--- src/rtl/mac4_accumulator.sv ---
// Multiply-accumulate controller around an external combinational 4x4 multiplier.
// Registers operand pairs onto the multiplier and sums COUNT products per result frame.
module mac4_accumulator #(
  parameter int COUNT = 16,
  parameter int ACC_W = 12
) (
  input  logic             clk,
  input  logic             rst,
  input  logic             clr,
  input  logic             in_valid,
  output logic             in_ready,
  input  logic [3:0]       a,
  input  logic [3:0]       b,
  output logic [3:0]       mul_a,
  output logic [3:0]       mul_b,
  input  logic [7:0]       mul_p,
  output logic             out_valid,
  input  logic             out_ready,
  output logic [ACC_W-1:0] out_sum,
  output logic             overflow
);

  localparam int CW = $clog2(COUNT + 1);
  localparam logic [CW-1:0] COUNT_C = CW'(COUNT);
  localparam logic [CW-1:0] LAST_C  = CW'(COUNT - 1);

  typedef enum logic {ST_ACC, ST_DONE} state_t;

  state_t           state_q, state_d;
  logic [CW-1:0]    issued_q, issued_d;
  logic [CW-1:0]    done_cnt_q, done_cnt_d;
  logic             op_valid_q, op_valid_d;
  logic [3:0]       mul_a_q, mul_a_d;
  logic [3:0]       mul_b_q, mul_b_d;
  logic [ACC_W-1:0] acc_q, acc_d;
  logic             ovf_q, ovf_d;
  logic             out_valid_q, out_valid_d;

  logic             accept;
  logic             handshake;
  logic [ACC_W:0]   sum_ext;

  assign in_ready  = !rst && !clr && (state_q == ST_ACC) && (issued_q < COUNT_C);
  assign accept    = in_valid && in_ready;
  assign handshake = out_valid_q && out_ready;

  // Extra top bit captures the carry out of the accumulator width.
  assign sum_ext = {1'b0, acc_q} + {{(ACC_W - 7){1'b0}}, mul_p};

  always_comb begin
    state_d     = state_q;
    issued_d    = issued_q;
    done_cnt_d  = done_cnt_q;
    op_valid_d  = 1'b0;
    mul_a_d     = mul_a_q;
    mul_b_d     = mul_b_q;
    acc_d       = acc_q;
    ovf_d       = ovf_q;
    out_valid_d = out_valid_q;

    if (accept) begin
      mul_a_d    = a;
      mul_b_d    = b;
      op_valid_d = 1'b1;
      issued_d   = issued_q + 1'b1;
    end

    if (op_valid_q) begin
      acc_d      = sum_ext[ACC_W-1:0];
      ovf_d      = ovf_q | sum_ext[ACC_W];
      done_cnt_d = done_cnt_q + 1'b1;
      if (done_cnt_q == LAST_C) begin
        state_d     = ST_DONE;
        out_valid_d = 1'b1;
      end
    end

    // Handshake only happens in DONE, where no accept or accumulate is possible.
    if (handshake) begin
      acc_d       = '0;
      ovf_d       = 1'b0;
      issued_d    = '0;
      done_cnt_d  = '0;
      out_valid_d = 1'b0;
      state_d     = ST_ACC;
    end
  end

  always_ff @(posedge clk) begin
    if (rst || clr) begin
      state_q     <= ST_ACC;
      issued_q    <= '0;
      done_cnt_q  <= '0;
      op_valid_q  <= 1'b0;
      mul_a_q     <= '0;
      mul_b_q     <= '0;
      acc_q       <= '0;
      ovf_q       <= 1'b0;
      out_valid_q <= 1'b0;
    end else begin
      state_q     <= state_d;
      issued_q    <= issued_d;
      done_cnt_q  <= done_cnt_d;
      op_valid_q  <= op_valid_d;
      mul_a_q     <= mul_a_d;
      mul_b_q     <= mul_b_d;
      acc_q       <= acc_d;
      ovf_q       <= ovf_d;
      out_valid_q <= out_valid_d;
    end
  end

  assign mul_a     = mul_a_q;
  assign mul_b     = mul_b_q;
  assign out_sum   = acc_q;
  assign overflow  = ovf_q;
  assign out_valid = out_valid_q;

endmodule

--- config.mk ---
export PLATFORM = sky130hd
export DESIGN_NAME = mac4_accumulator
export DESIGN_NICKNAME = d
export VERILOG_FILES = /design/src/rtl/mac4_accumulator.sv
export SDC_FILE = /design/constraint.sdc
export NUM_CORES = 1
export LEC_CHECK = 0
export BUFFER_PORTS_ARGS = -buffer_cell sky130_fd_sc_hd__buf_2
export CORE_MARGIN = 5
export CORE_UTILIZATION = 43
export DETAILED_ROUTE_END_ITERATION = 8
export GPL_TIMING_DRIVEN = 0
export PLACE_DENSITY = 0.69
export SYNTH_ARGS = -nofsm -noshare
export SYNTH_HDL_FRONTEND = slang
export SYNTH_SLANG_ARGS = --single-unit
--- constraint.sdc ---
create_clock -name clk -period 3.8 [get_ports clk]
set_input_delay 0.38 -clock clk [delete_from_list [all_inputs] [get_ports clk]]
set_output_delay 0.38 -clock clk [all_outputs]
set_load 0.005 [all_outputs]
== Yosys cells after proc, flatten, opt, wreduce, memory -nomap -nowiden ==
Cells that the tools add are included.

* Shift operators: 0
* $add $sub $neg: 3
* Div/mod/pow operators: 0
* Eq/ne operators: 1
* Multiplexer cells: 1
* Bitwise operators: 2
* Multiply operators: 0
* Magnitude comparators: 1
* Reductions and logical operators: 10

{| class="wikitable"
|+ Operators by type and width
! kind !! number
|-
| $add 12x8->13 || 1
|-
| $add 5x1->5 const B || 2
|-
| $eq 5x4->1 const B || 1
|-
| $logic_and 1x1->1 || 5
|-
| $lt 5x5->1 const B || 1
|-
| $logic_not 1->1 || 2
|-
| $reduce_and 2->1 || 1
|-
| $reduce_or 2->1 || 1
|-
| $logic_or 1x1->1 || 1
|-
| $mux 1 || 1
|-
| $not 1->1 || 1
|-
| $or 1x1->1 || 1
|}

* Latch bits: 0
* ROM bits: 0
* Bits in registers: 33
* Bits in writable memories: 0
* Memories kept: 0
* Logic and storage cells: 26

== Depth between registers and ports, before layout ==
* Depth after elaboration: 6
* Gate-level depth with buffers: 6
* Mapped depth without buffers: 6

== Worst setup path before layout ==
OpenSTA, ideal clock, no wires.

* Path type: input-to-reg
* From: input port mul_p[0]
* To: register acc_q[10] (netlist: out_sum[10])
* Arrival time: 2.003 ns
* Stages on the path: 6
* Path slack: 1.735 ns
* Required time: 3.738 ns
* Cells stage by stage: ha_1 fa_1 a21o_1 a311o_1 a2111o_1 nand3_1

* Word-level cells in the longest chain between the ends: 1

{| class="wikitable"
|+ Ends and longest elaborated chain
! what !! RTL line !! RTL
|-
| start: declaration || 16 || <nowiki>input logic [7:0] mul_p,</nowiki>
|-
| $add 12x8->13 || 48 || <nowiki>assign sum_ext = {1'b0, acc_q} + {{(ACC_W - 7){1'b0}}, mul_p};</nowiki>
|-
| end signal: assignment || 97 || <nowiki>acc_q <= '0;</nowiki>
|-
| end signal: assignment || 107 || <nowiki>acc_q <= acc_d;</nowiki>
|-
| end: declaration || 35 || <nowiki>logic [ACC_W-1:0] acc_q, acc_d;</nowiki>
|}

Every way passes these cells.
A chain may end at the register's enable or synchronous reset.

== Final worst setup path ==
* From: register acc_q[0] (netlist: out_sum[0])
* To: register acc_q[10] (netlist: out_sum[10])

* Word-level cells in the longest chain between the ends: 1

{| class="wikitable"
|+ Ends and longest elaborated chain
! what !! RTL line
|-
| $add 12x8->13 || 48
|}

Every way passes these cells.

==> results.json <==
{
  "setup_ws_ns": 1.65,
  "synth_top_flop_cell": "dfxtp_1",
  "syn_avg_cell_area_um2": 8.62,
  "worst_pin_slew_ns": 0.739,
  "synth-async-reset-ratio_pct": 0,
  "hold_depth": 3,
  "rr_endpoint": "out_sum[10]",
  "start_util_pct": 44.0,
  "htree_levels": 2,
  "cts_setup_buffers": 0,
  "hold_buffers": 0,
  "vias": 1635,
  "rr_worst_depth": 6,
  "finClkSkew_ns": 0.00598,
  "slew_violations": 0,
  "num_rows": 23,
  "numCtsBuffers": 5,
  "final_cells": 304,
  "hold-worst-slack_ns": 0.325,
  "num_io_pins": 44,
  "cts_resized": 0,
  "arrival_ns": 2.38,
  "hp-start": "b[3]",
  "hpwl_um": 3040,
  "clkTransAtPathRegs_ns": 0.07,
  "fmax_ghz": 0.465,
  "worstSetupPathType": "reg2reg",
  "area_growth_pct": 22.5,
  "grtUsageTotal_pct": 15.5,
  "synth_nets": 236,
  "cts_root_buf": "clkbuf_8",
  "grt_max_degree": 11,
  "tns_ns": 0,
  "cts_tree": "done",
  "gp_congestion": 0.854,
  "drive_gt1_share_pct": 24.8,
  "ant_nets": 0,
  "insertion_delay_ns": 0.28,
  "endpoint_kind": "flip-flop",
  "die_x_um": 73.8,
  "setup_viol": 0,
  "cp-start-kind": "flip-flop",
  "clk_path_buf_depth": 2,
  "ys_types": 49,
  "ys_warn_count": 0,
  "whs_endpoint": "mul_b[3]",
  "dieArea_mm2": 0.00544,
  "required_ns": 4.03,
  "dp_slack_ns": 1.50,
  "fill_cells": 390,
  "synth-seq-cells": 33,
  "crit_chain": "ha_1 > fa_1 > a21o_1 > a311o_1 > a2111o_1 > nand3_1",
  "core_area_mm2": 0.00397,
  "final_hold_viol_count": 0,
  "firstDrtPassIters": 4,
  "synth-edff-count": 0,
  "worstReg2RegStart": "out_sum[0]",
  "period_share_pct": 56.6,
  "vdd_ir_drop_max_uv": 182,
  "fin_nets": 286,
  "diodes": 0,
  "most-common-layout-cells": "buf_2, dfxtp_1, nand2_1",
  "ys_seq_area_share_pct": 37.8,
  "maxCapViolCount": 0,
  "p_per_area_mw_per_mm2": 356,
  "max_slew_margin_pct": 50.5,
  "syn-cell-area_mm2": 0.00175,
  "final_common_cell": "buf_2",
  "period_minus_slack_ns": 2.15,
  "drt_iter0_markers": 107,
  "routed_wl_um": 4050,
  "io_buffer_count": 43,
  "critPathMaxStageDelay_ns": 0.43,
  "cp_max_fo": 4,
  "r2r_setup_slack_ns": 1.65,
  "status": "complete, no violations",
  "grt_pass1_wl_um": 6600,
  "vias_per_cell": 5.38,
  "cts_num_sinks": 33,
  "placed_cells": 296,
  "critical-path-slowest-cell": "fa_1",
  "drc_errors": 0,
  "first_global_vias": 1479,
  "min_path_type": "in2reg",
  "overflow": 0,
  "netlist_instances": 203,
  "wl_per_cell_um": 13.3,
  "rsz0062_at_grt": "false",
  "antenna_found_initial": 0,
  "power.leakage_nw": 0.956,
  "die_h_um": 73.8
}
-- sequential cells by signal, indices dropped and copies added, names as in the netlist --
| register | flops |
|---|---|
| op_valid_q | 1 |
| overflow | 1 |
| mul_b | 4 |
| out_sum | 12 |
| issued_q | 5 |
| out_valid | 1 |
| mul_a | 4 |
| done_cnt_q | 5 |
-- per-stage QoR --
step	instance area [um^2]	util, %	power [W]
final	2140	54.0	0.000764
after global routing	2140	54.0	0.000794
after CTS	2140	54.0	0.000772
after detailed placement	2030	51.0	0.000429
after global placement	2030	51.0	0.000428
after floorplan	1750	-	0.000402
-- final cells by class --
cell class                      instances  area (um^2)  area share, %
Buffer                                  9         53.8           2.51
Sequential cell                        33          661           30.8
Inverter                                7         26.3           1.23
Clock buffer                            7         86.3           4.03
Clock inverter                          1         30.0           1.40
Tap cell                               50         62.6           2.92
Timing Repair Buffer                   43          215           10.0
Multi-Input combinational cell        154         1010           47.1
-- critical path: cells and delay by family (launching register included) --
family	cells	cell delay (ns)
and+or+nand+nor	1	0.08
DFF	1	0.32
adders and majority gates	2	0.65
AOI/OAI and AO/OA	3	1.05
-- synthesized netlist by cell type (all sizes together), types with 5 or more instances --
cell type	number	share of area (%)
inv	7	1.5
xor2	5	2.5
nand3	18	5.2
nor2	17	3.6
buf	8	2.9
a21oi	15	4.3
o21ai	5	1.4
and3	5	1.9
nand2	26	5.7
dfxtp	33	38
ha	11	7.9
-- power breakdown --
group | internal [W] | switching (W)
sequential | 0.000350 | 0.00000261
combinational | 0.0000290 | 0.0000403
clock | 0.000214 | 0.000128
total | 0.000592 | 0.000171
-- layer usage --
layer	global-route usage (%)	part of all wire [%]	up-vias
li1	-	-	833
met1	19.5	44	754
met2	25.1	49	41
met3	4.51	6.2	7
met4	5.43	1.3	0
met5	0	0	-
-- cells by family after synthesis --
| logic type | share of synthesized area (%) |
|---|---|
| and+or+nand+nor | 24.0 |
| xor gates and xnor gates | 4.51 |
| DFF | 37.8 |
| AOI/OAI and AO/OA | 17.8 |
| buffers and inverters | 4.58 |
| adders and majority gates | 9.01 |
| muxes | 2.29 |
-- worst max path at each step --
stage / start / slack (ns) / depth (start not counted) / end
after floorplan: mul_p[0] / 1.73 / 6 / out_sum[10]
after global placement: mul_p[0] / 1.51 / 7 / out_sum[10]
after detailed placement: mul_p[0] / 1.50 / 7 / out_sum[10]
after CTS: out_sum[0] / 1.66 / 6 / out_sum[10]
after global routing: out_sum[0] / 1.59 / 6 / out_sum[10]
final: out_sum[0] / 1.65 / 6 / out_sum[10]
(Power assumes the default switching activity.)
